`src/rtl/risky_run_ctrl_pkg.sv`:
```
// Shared types and constants for the risky run controller.
// Holds the FSM state encoding, the default tohost address and a saturating-increment helper.
package risky_run_ctrl_pkg;

  typedef enum logic [1:0] {
    StIdle,
    StReset,
    StRun,
    StDone
  } run_state_t;

  localparam logic [31:0] TOHOST_ADDR_DEF = 32'h0000_1000;

  // Counters stick at all-ones instead of wrapping.
  function automatic logic [31:0] sat_inc(input logic [31:0] val, input logic en);
    return (en && (val != '1)) ? val + 32'd1 : val;
  endfunction

endpackage

```
`src/rtl/risky_watchdog.sv`:
```
// Retire watchdog: counts consecutive cycles without forward progress.
// Fires expire_o on the non-progress cycle that completes LIMIT stalled cycles in a row.
module risky_watchdog #(
  parameter int unsigned LIMIT = 16
) (
  input  logic clk_i,
  input  logic rst_ni,
  input  logic en_i,
  input  logic progress_i,
  output logic expire_o
);

  localparam int unsigned CntW = $clog2(LIMIT);
  localparam logic [CntW-1:0] CntLast = CntW'(LIMIT - 1);

  logic [CntW-1:0] cnt_q, cnt_d;

  always_comb begin
    cnt_d = cnt_q;
    if (!en_i || progress_i) begin
      cnt_d = '0;
    end else if (cnt_q != CntLast) begin
      cnt_d = cnt_q + CntW'(1);
    end
  end

  always_comb begin
    expire_o = en_i && !progress_i && (cnt_q == CntLast);
  end

  always_ff @(posedge clk_i or negedge rst_ni) begin
    if (!rst_ni) begin
      cnt_q <= '0;
    end else begin
      cnt_q <= cnt_d;
    end
  end

endmodule

```
`src/rtl/risky_run_ctrl.sv`:
```
// Run controller for the risky core: sequences core reset, then bounds the run by cycle budget,
// tohost halt store and retire watchdog, latching the outcome until the next start.
module risky_run_ctrl
  import risky_run_ctrl_pkg::*;
#(
  parameter int unsigned    XLEN        = 32,
  parameter int unsigned    RST_CYCLES  = 2,
  parameter int unsigned    MAX_CYCLES  = 100,
  parameter int unsigned    STALL_LIMIT = 16,
  parameter logic [XLEN-1:0] TOHOST_ADDR = XLEN'(TOHOST_ADDR_DEF)
) (
  input  logic            clk,
  input  logic            rst_n,
  input  logic            start,
  output logic            core_rst_n,
  input  logic            retire_valid,
  input  logic [XLEN-1:0] retire_pc,
  input  logic            st_en,
  input  logic [XLEN-1:0] st_addr,
  input  logic [XLEN-1:0] st_data,
  output logic            running,
  output logic            done,
  output logic            pass,
  output logic            timeout,
  output logic            hang,
  output logic [XLEN-1:0] exit_code,
  output logic [31:0]     cycle_count,
  output logic [31:0]     retire_count
);

  localparam logic [31:0] RstLast   = 32'(RST_CYCLES - 1);
  localparam logic [31:0] CycleLast = 32'(MAX_CYCLES - 1);

  run_state_t      state_q, state_d;
  logic [31:0]     rst_cnt_q, rst_cnt_d;
  logic [31:0]     cycle_q, cycle_d;
  logic [31:0]     retire_q, retire_d;
  logic [XLEN-1:0] last_pc_q, last_pc_d;
  logic            last_pc_vld_q, last_pc_vld_d;
  logic            pass_q, pass_d;
  logic            timeout_q, timeout_d;
  logic            hang_q, hang_d;
  logic [XLEN-1:0] exit_q, exit_d;

  logic in_run;
  logic progress;
  logic wd_expire;
  logic tohost_evt;
  logic restart;

  assign in_run = (state_q == StRun);
  // A repeated PC (e.g. a jal x0,0 self-loop) is not progress.
  assign progress   = retire_valid && (!last_pc_vld_q || (retire_pc != last_pc_q));
  assign tohost_evt = st_en && (st_addr == TOHOST_ADDR) && st_data[0];
  assign restart    = start && ((state_q == StIdle) || (state_q == StDone));

  risky_watchdog #(
    .LIMIT(STALL_LIMIT)
  ) u_watchdog (
    .clk_i     (clk),
    .rst_ni    (rst_n),
    .en_i      (in_run),
    .progress_i(progress),
    .expire_o  (wd_expire)
  );

  always_comb begin
    state_d       = state_q;
    rst_cnt_d     = rst_cnt_q;
    cycle_d       = cycle_q;
    retire_d      = retire_q;
    last_pc_d     = last_pc_q;
    last_pc_vld_d = last_pc_vld_q;
    pass_d        = pass_q;
    timeout_d     = timeout_q;
    hang_d        = hang_q;
    exit_d        = exit_q;

    unique case (state_q)
      StIdle: ;
      StReset: begin
        if (rst_cnt_q == RstLast) begin
          state_d = StRun;
        end else begin
          rst_cnt_d = rst_cnt_q + 32'd1;
        end
      end
      StRun: begin
        cycle_d  = sat_inc(cycle_q, 1'b1);
        retire_d = sat_inc(retire_q, retire_valid);
        if (retire_valid) begin
          last_pc_d     = retire_pc;
          last_pc_vld_d = 1'b1;
        end
        if (tohost_evt) begin
          exit_d  = st_data >> 1;
          pass_d  = (st_data[XLEN-1:1] == '0);
          state_d = StDone;
        end else if (wd_expire) begin
          hang_d  = 1'b1;
          state_d = StDone;
        end else if (cycle_q == CycleLast) begin
          timeout_d = 1'b1;
          state_d   = StDone;
        end
      end
      StDone: ;
      default: state_d = StIdle;
    endcase

    if (restart) begin
      state_d       = StReset;
      rst_cnt_d     = '0;
      cycle_d       = '0;
      retire_d      = '0;
      last_pc_d     = '0;
      last_pc_vld_d = 1'b0;
      pass_d        = 1'b0;
      timeout_d     = 1'b0;
      hang_d        = 1'b0;
      exit_d        = '0;
    end
  end

  always_ff @(posedge clk or negedge rst_n) begin
    if (!rst_n) begin
      state_q       <= StIdle;
      rst_cnt_q     <= '0;
      cycle_q       <= '0;
      retire_q      <= '0;
      last_pc_q     <= '0;
      last_pc_vld_q <= 1'b0;
      pass_q        <= 1'b0;
      timeout_q     <= 1'b0;
      hang_q        <= 1'b0;
      exit_q        <= '0;
    end else begin
      state_q       <= state_d;
      rst_cnt_q     <= rst_cnt_d;
      cycle_q       <= cycle_d;
      retire_q      <= retire_d;
      last_pc_q     <= last_pc_d;
      last_pc_vld_q <= last_pc_vld_d;
      pass_q        <= pass_d;
      timeout_q     <= timeout_d;
      hang_q        <= hang_d;
      exit_q        <= exit_d;
    end
  end

  assign core_rst_n   = in_run;
  assign running      = in_run;
  assign done         = (state_q == StDone);
  assign pass         = pass_q;
  assign timeout      = timeout_q;
  assign hang         = hang_q;
  assign exit_code    = exit_q;
  assign cycle_count  = cycle_q;
  assign retire_count = retire_q;

endmodule

```
`config.mk`:
```
export PLATFORM = sky130hd
export DESIGN_NAME = risky_run_ctrl
export DESIGN_NICKNAME = d
export VERILOG_FILES = /design/src/rtl/risky_run_ctrl_pkg.sv /design/src/rtl/risky_watchdog.sv /design/src/rtl/risky_run_ctrl.sv
export SDC_FILE = /design/constraint.sdc
export NUM_CORES = 1
export LEC_CHECK = 0
export ABC_AREA = 1
export CORE_MARGIN = 2
export CORE_UTILIZATION = 40
export DETAILED_ROUTE_END_ITERATION = 6
export DONT_BUFFER_PORTS = 1
export GPL_ROUTABILITY_DRIVEN = 0
export GPL_TIMING_DRIVEN = 0
export HOLD_SLACK_MARGIN = 0.02
export PLACE_DENSITY = 0.65
export SLEW_MARGIN = 20
export SYNTH_ARGS = -nofsm -noshare
export SYNTH_HDL_FRONTEND = slang
export SYNTH_SLANG_ARGS = --single-unit
```
`constraint.sdc`:
```
create_clock -name clk -period 3.3 [get_ports clk]
set_input_delay 0.66 -clock clk [delete_from_list [all_inputs] [get_ports clk]]
set_output_delay 0.66 -clock clk [all_outputs]
set_load 0.005 [all_outputs]
```
# Word level (Yosys, flattened, before mapping)
# Cells that the tools add are included.
# Widths: inputs -> output; s select.
[totals]
register_bits = 170
input_bits = 101
output_inout_bits = 102
[classes]
muxes = 38
eq_ne = 16
reduce_logical = 33
addsub = 4
[op_table]
columns = ["operator", "count"]
rows = [
  ["$mux 32", 15],
  ["$add 32x1->32 const B", 3],
  ["$ne 32x32->1 const B", 2],
  ["$eq 32x1->1 const B", 1],
  ["$eq 32x13->1 const B", 1],
  ["$eq 32x7->1 const B", 1],
  ["$ne 32x32->1", 1],
  ["$logic_not 31->1", 1],
  ["$reduce_bool 2->1", 9],
  ["$mux 1", 15],
  ["$mux 2", 5],
  ["$reduce_and 2->1", 5],
  ["$mux 4", 2],
  ["$logic_and 1x1->1", 7],
  ["$reduce_and 3->1", 2],
  ["$ne 5x5->1 const B", 1],
  ["$add 4x1->4 const B", 1],
  ["$eq 2x2->1 const B", 2],
  ["$eq 4x4->1 const B", 1],
  ["$ne 2x2->1 const B", 2],
  ["$ne 4x4->1 const B", 1],
  ["$pmux 2 s2", 1],
  ["$reduce_and 4->1", 1],
  ["$logic_not 1->1", 3],
  ["6 further kinds", 8],
]

# Logic depth before layout (Yosys ltp)
[depth]
ltp_word = 10
depth_mapped = 15
mapped_depth_nobuf = 15

# Modules after synthesis
# A second synthesis with hierarchy kept.
[hier_totals]
hier_cells = 1516
area_unflattened_um2 = 10341.2
[by_module_without_submodules]
columns = ["module", "n_inst", "cells_per_inst", "area_per_inst_um2", "seq_area_each_um2"]
rows = [
  ["risky_run_ctrl", 1, 1487, 10113.4, 4129.0],
  ["risky_watchdog", 1, 29, 227.7, 100.1],
]

# Least setup slack after synthesis
# Ideal clock, no wire load.
[synth_path]
kind = "reg2reg"
start = "register state_q[0]"
end = "register retire_q[7], in the netlist retire_count[7]"
setup_slack_ps = 1310
arrival_time_ps = 1871
path_stages_with_launch = 13
path_buffers = 2
t_required_ps = 3180
setup_ps = 120
cell_sequence = "dfrtp_1 > inv_1 > ha_1 > nand2_1 > inv_1 > buf_2 > nor4_1 > nand4_1 > nand2_2 > buf_2 > nor2_1 > o21ai_0 > nor2_1"
[synth_via]
elab_chain_len = 5
[synth_lines]
columns = ["element", "line_no", "text"]
rows = [
  ["start, declared", "risky_run_ctrl.sv:34", "run_state_t state_q, state_d;"],
  ["start signal, assigned", "risky_run_ctrl.sv:127", "state_q <= StIdle;"],
  ["start signal, assigned", "risky_run_ctrl.sv:138", "state_q <= state_d;"],
  ["$eq 2x2->1 or $logic_not 2->1 (tied branches)", "risky_run_ctrl.sv:55", "assign restart = start && ((state_q == StIdle) || (state_q == StDone));"],
  ["$logic_or 1x1->1", "risky_run_ctrl.sv:55", ""],
  ["$logic_and 1x1->1", "risky_run_ctrl.sv:55", ""],
  ["$reduce_bool 2->1 (no source line)", "-", ""],
  ["$reduce_and 2->1 (no source line)", "-", ""],
  ["end signal, assigned", "risky_run_ctrl.sv:141", "retire_q <= retire_d;"],
  ["end, declared", "risky_run_ctrl.sv:37", "logic [31:0] retire_q, retire_d;"],
]
# Several ways; a longest one is shown, not always the timed one.
# A chain may end at the register's enable or synchronous reset.

# Worst setup path in the final report
[layout_path]
start = "register state_q[0]"
end = "register cycle_q[17], in the netlist cycle_count[17]"
[layout_via]
elab_chain_len = 5
[layout_lines]
columns = ["element", "line_no", "text"]
rows = [
  ["$eq 2x2->1 or $logic_not 2->1 (tied branches)", "risky_run_ctrl.sv:55", ""],
  ["$logic_or 1x1->1", "risky_run_ctrl.sv:55", ""],
  ["$logic_and 1x1->1", "risky_run_ctrl.sv:55", ""],
  ["$reduce_bool 2->1 (no source line)", "-", ""],
  ["$reduce_and 2->1 (no source line)", "-", ""],
  ["end signal, assigned", "risky_run_ctrl.sv:140", "cycle_q <= cycle_d;"],
  ["end, declared", "risky_run_ctrl.sv:36", "logic [31:0] cycle_q, cycle_d;"],
]
# Several ways; a longest one is shown, not always the timed one.

==> out/metrics.cfg <==
[status]
status=complete, but fails checks
violations=hold timing

[logic_synthesis]
synth_seq_area_share=0.420
synth_nets=1497
ys_seq_elements=169
syn_area_sq_um=10100
ys_top_cells_by_area=dfrtp_1 (42%), nand2_1 (12%), inv_1 (7.2%), nand3_1 (4.8%), nor2_1 (4.7%)
yosys_warnings=0
synthSimpleGateAreaFrac=0.337
synth_cell_types=42
syn_inst=1388
synth_fa_ha_area_frac=0.00994
synth_top_family_by_area=simple AND/OR/NAND/NOR gates
synth_top_area_frac=0.420
synth_compound_area_frac=0.100
synth_xor_area_frac=0.0400
synth_mux_area_frac=0
avgSynthCellArea_sq_um=7.26
synth_top_cell_by_area=dfrtp_1

[drt]
wl_per_cell_um=17.2
route.antenna.remaining_nets=0
wl_mm=30.1
drtIter0Drc=809
dr.pass1.iters=5
drc=0
vias_per_cell=5.45
num_vias=9539

[layout]
diodes=0
final_nets=1516
nFillCells=2547
area_growth_pct=10.0
final_util=0.444
mostFrequentLayoutCells=nand2_1 (332), inv_1 (192), dfrtp_1 (169)
fin_area_sq_um=11100
drive_gt1_frac=0.0521
final_common_cell=nand2_1
fin_cells=1750

[power_and_ir_drop]
ir_drop_mv=0.392
power.density_nw_per_um2=630
leakagePower_nw=4.90

[timing]
fin_worst_skew_ns=0.0125
fin_ws_ns=0.316
fin_crit_ns=2.98
grt_setup_unrepaired=no
finalMaxSlewViolations=0
fin_tns_setup_ns=0
min_period_over_period=0.904
setup-violations-final=0
tightestPinTransition_ns=0.892
hold_viol=169
slew_headroom=0.406
holdWs_ns=-0.0798
max_freq_mhz=335

[clock_network]
postCtsSetupRepairBufs=0
cts_buffers=17
clkSinkCount=169
clockBufferDepth=2
cts_tree=yes
clk_pin_slew_ns=0.08
cts-root-buf=clkbuf_16
postCtsResizedCells=0
cts-htree-levels=4
clk_latency_ns=0.44

[grt]
grt_max_degree=170
overflow=0
antenna_found_initial=0
grt_pass1_wl_mm=47.9
grtUsageTotal=0.228
grt_pass1_vias=9234

[worst_setup_path]
path_common_cell=clkbuf_1
critical_path_arrival_ns=3.35
critPathRequiredTime_ns=3.67
slowest_stage=clkbuf_1
ff2ff_setup_slack_ns=0.32
r2r-end=cycle_count[17]
cp-end-kind=register
critPathLaunchType=register
cpPeakStageDelay_ns=0.72
critPathMaxFanout=10
crit_chain=inv_1 -> ha_1 -> nand2_1 -> clkbuf_1 -> clkbuf_1 -> clkbuf_1 -> o21ai_0 -> nor2_1
timing.rr.start=state_q[0]
path_class=reg2reg
rr_worst_depth=8

[floorplanning]
coreArea_sq_um=25000
start_util=0.404
die_w_um=163
die_h_um=163
io_pins=203
fp-row-count=58
die_area_sq_um=26500

[placed_design]
pre_cts_ws_ns=0.324
io_buffers=0
post_dp_cell_area_sq_um=10500
hpwl_mm=22.6
dpl.cell_count=1718

[min_path]
min_path_type=in2async

[flow_run]
cap_violations=0

==> metrics by stage <==
step / hold slack (ns) / power [W]
after detailed placement: 0.383 / 0.00496
after global routing: -0.0984 / 0.00740
after global placement: 0.384 / 0.00491
after CTS: -0.0935 / 0.00703
final: -0.0798 / 0.00699
after floorplan: 0.364 / 0.00417
==> Yosys cell counts, drive strengths merged <==
| cell type | n |
|---|---|
| xor2 | 25 |
| xnor2 | 21 |
| o41ai | 1 |
| nand4 | 71 |
| nor2 | 130 |
| conb | 1 |
| nor4 | 30 |
| clkbuf | 27 |
| and2 | 2 |
| a21oi | 33 |
| nand3b | 8 |
| nand3 | 101 |
| a21boi | 1 |
| a31oi | 3 |
| nor3 | 54 |
| nor3b | 4 |
| or2 | 8 |
| o21ai | 92 |
| dfrtp | 169 |
| o22ai | 23 |
| inv | 195 |
| ha | 8 |
| o31ai | 26 |
| nand2 | 336 |
| buf | 18 |
| o21bai | 1 |
==> logic make-up after synthesis <==
logic type	count (synthesis)
flops	169
simple gates	744
fa+ha+maj	8
other cells	1
buf+inv	240
xor+xnor	46
compound gates	180
==> critical path, delay by kind of cell, from the launching register on <==
kind	cells	cell delay (ns)
DFF	1	0.40
adders and majority gates	1	0.28
AOI/OAI and AO/OA	1	0.20
buffers and inverters	4	1.66
and+or+nand+nor	2	0.35
==> power breakdown <==
| part | internal (W) | switching [W] |
|---|---|---|
| Combinational | 0.000620 | 0.00168 |
| Clock | 0.00103 | 0.00102 |
| Sequential | 0.00236 | 0.000274 |
==> sequential cells by signal (all words and copies together), names as in the netlist <==
name and flops:
retire_count 32, pass 1, timeout 1, u_watchdog.cnt_q 4
last_pc_vld_q 1, state_q 2, hang 1, cycle_count 32
exit_code 31, last_pc_q 32, rst_cnt_q 32
==> how the worst max path moves through the flow <==
stage                     startpoint              end  slack [ns]  cells past startpoint
after floorplan           state_q[0]  retire_count[7]        1.31                     12
after global placement    state_q[0]  cycle_count[17]        0.31                      8
after detailed placement  state_q[0]  cycle_count[17]        0.32                      8
after CTS                 state_q[0]  cycle_count[17]        0.31                      8
after global routing      state_q[0]  cycle_count[17]        0.09                      8
final                     state_q[0]  cycle_count[17]        0.32                      8
==> layer usage <==
metal  wire length [um]  global-route usage
met1              12600               0.285
met2              13800               0.370
met3               2870              0.0746
met4                826              0.0829
met5                  0                   0
==> layout make-up <==
type	count	area [sq um]	area share
clock buffer	17	425	0.0384
tap	330	413	0.0372
buffer	45	201	0.0182
sequential	169	4230	0.381
clock inverter	15	174	0.0157
multi-input combinational	979	4910	0.443
inverter	195	732	0.0660
(Power assumes the default switching activity.)
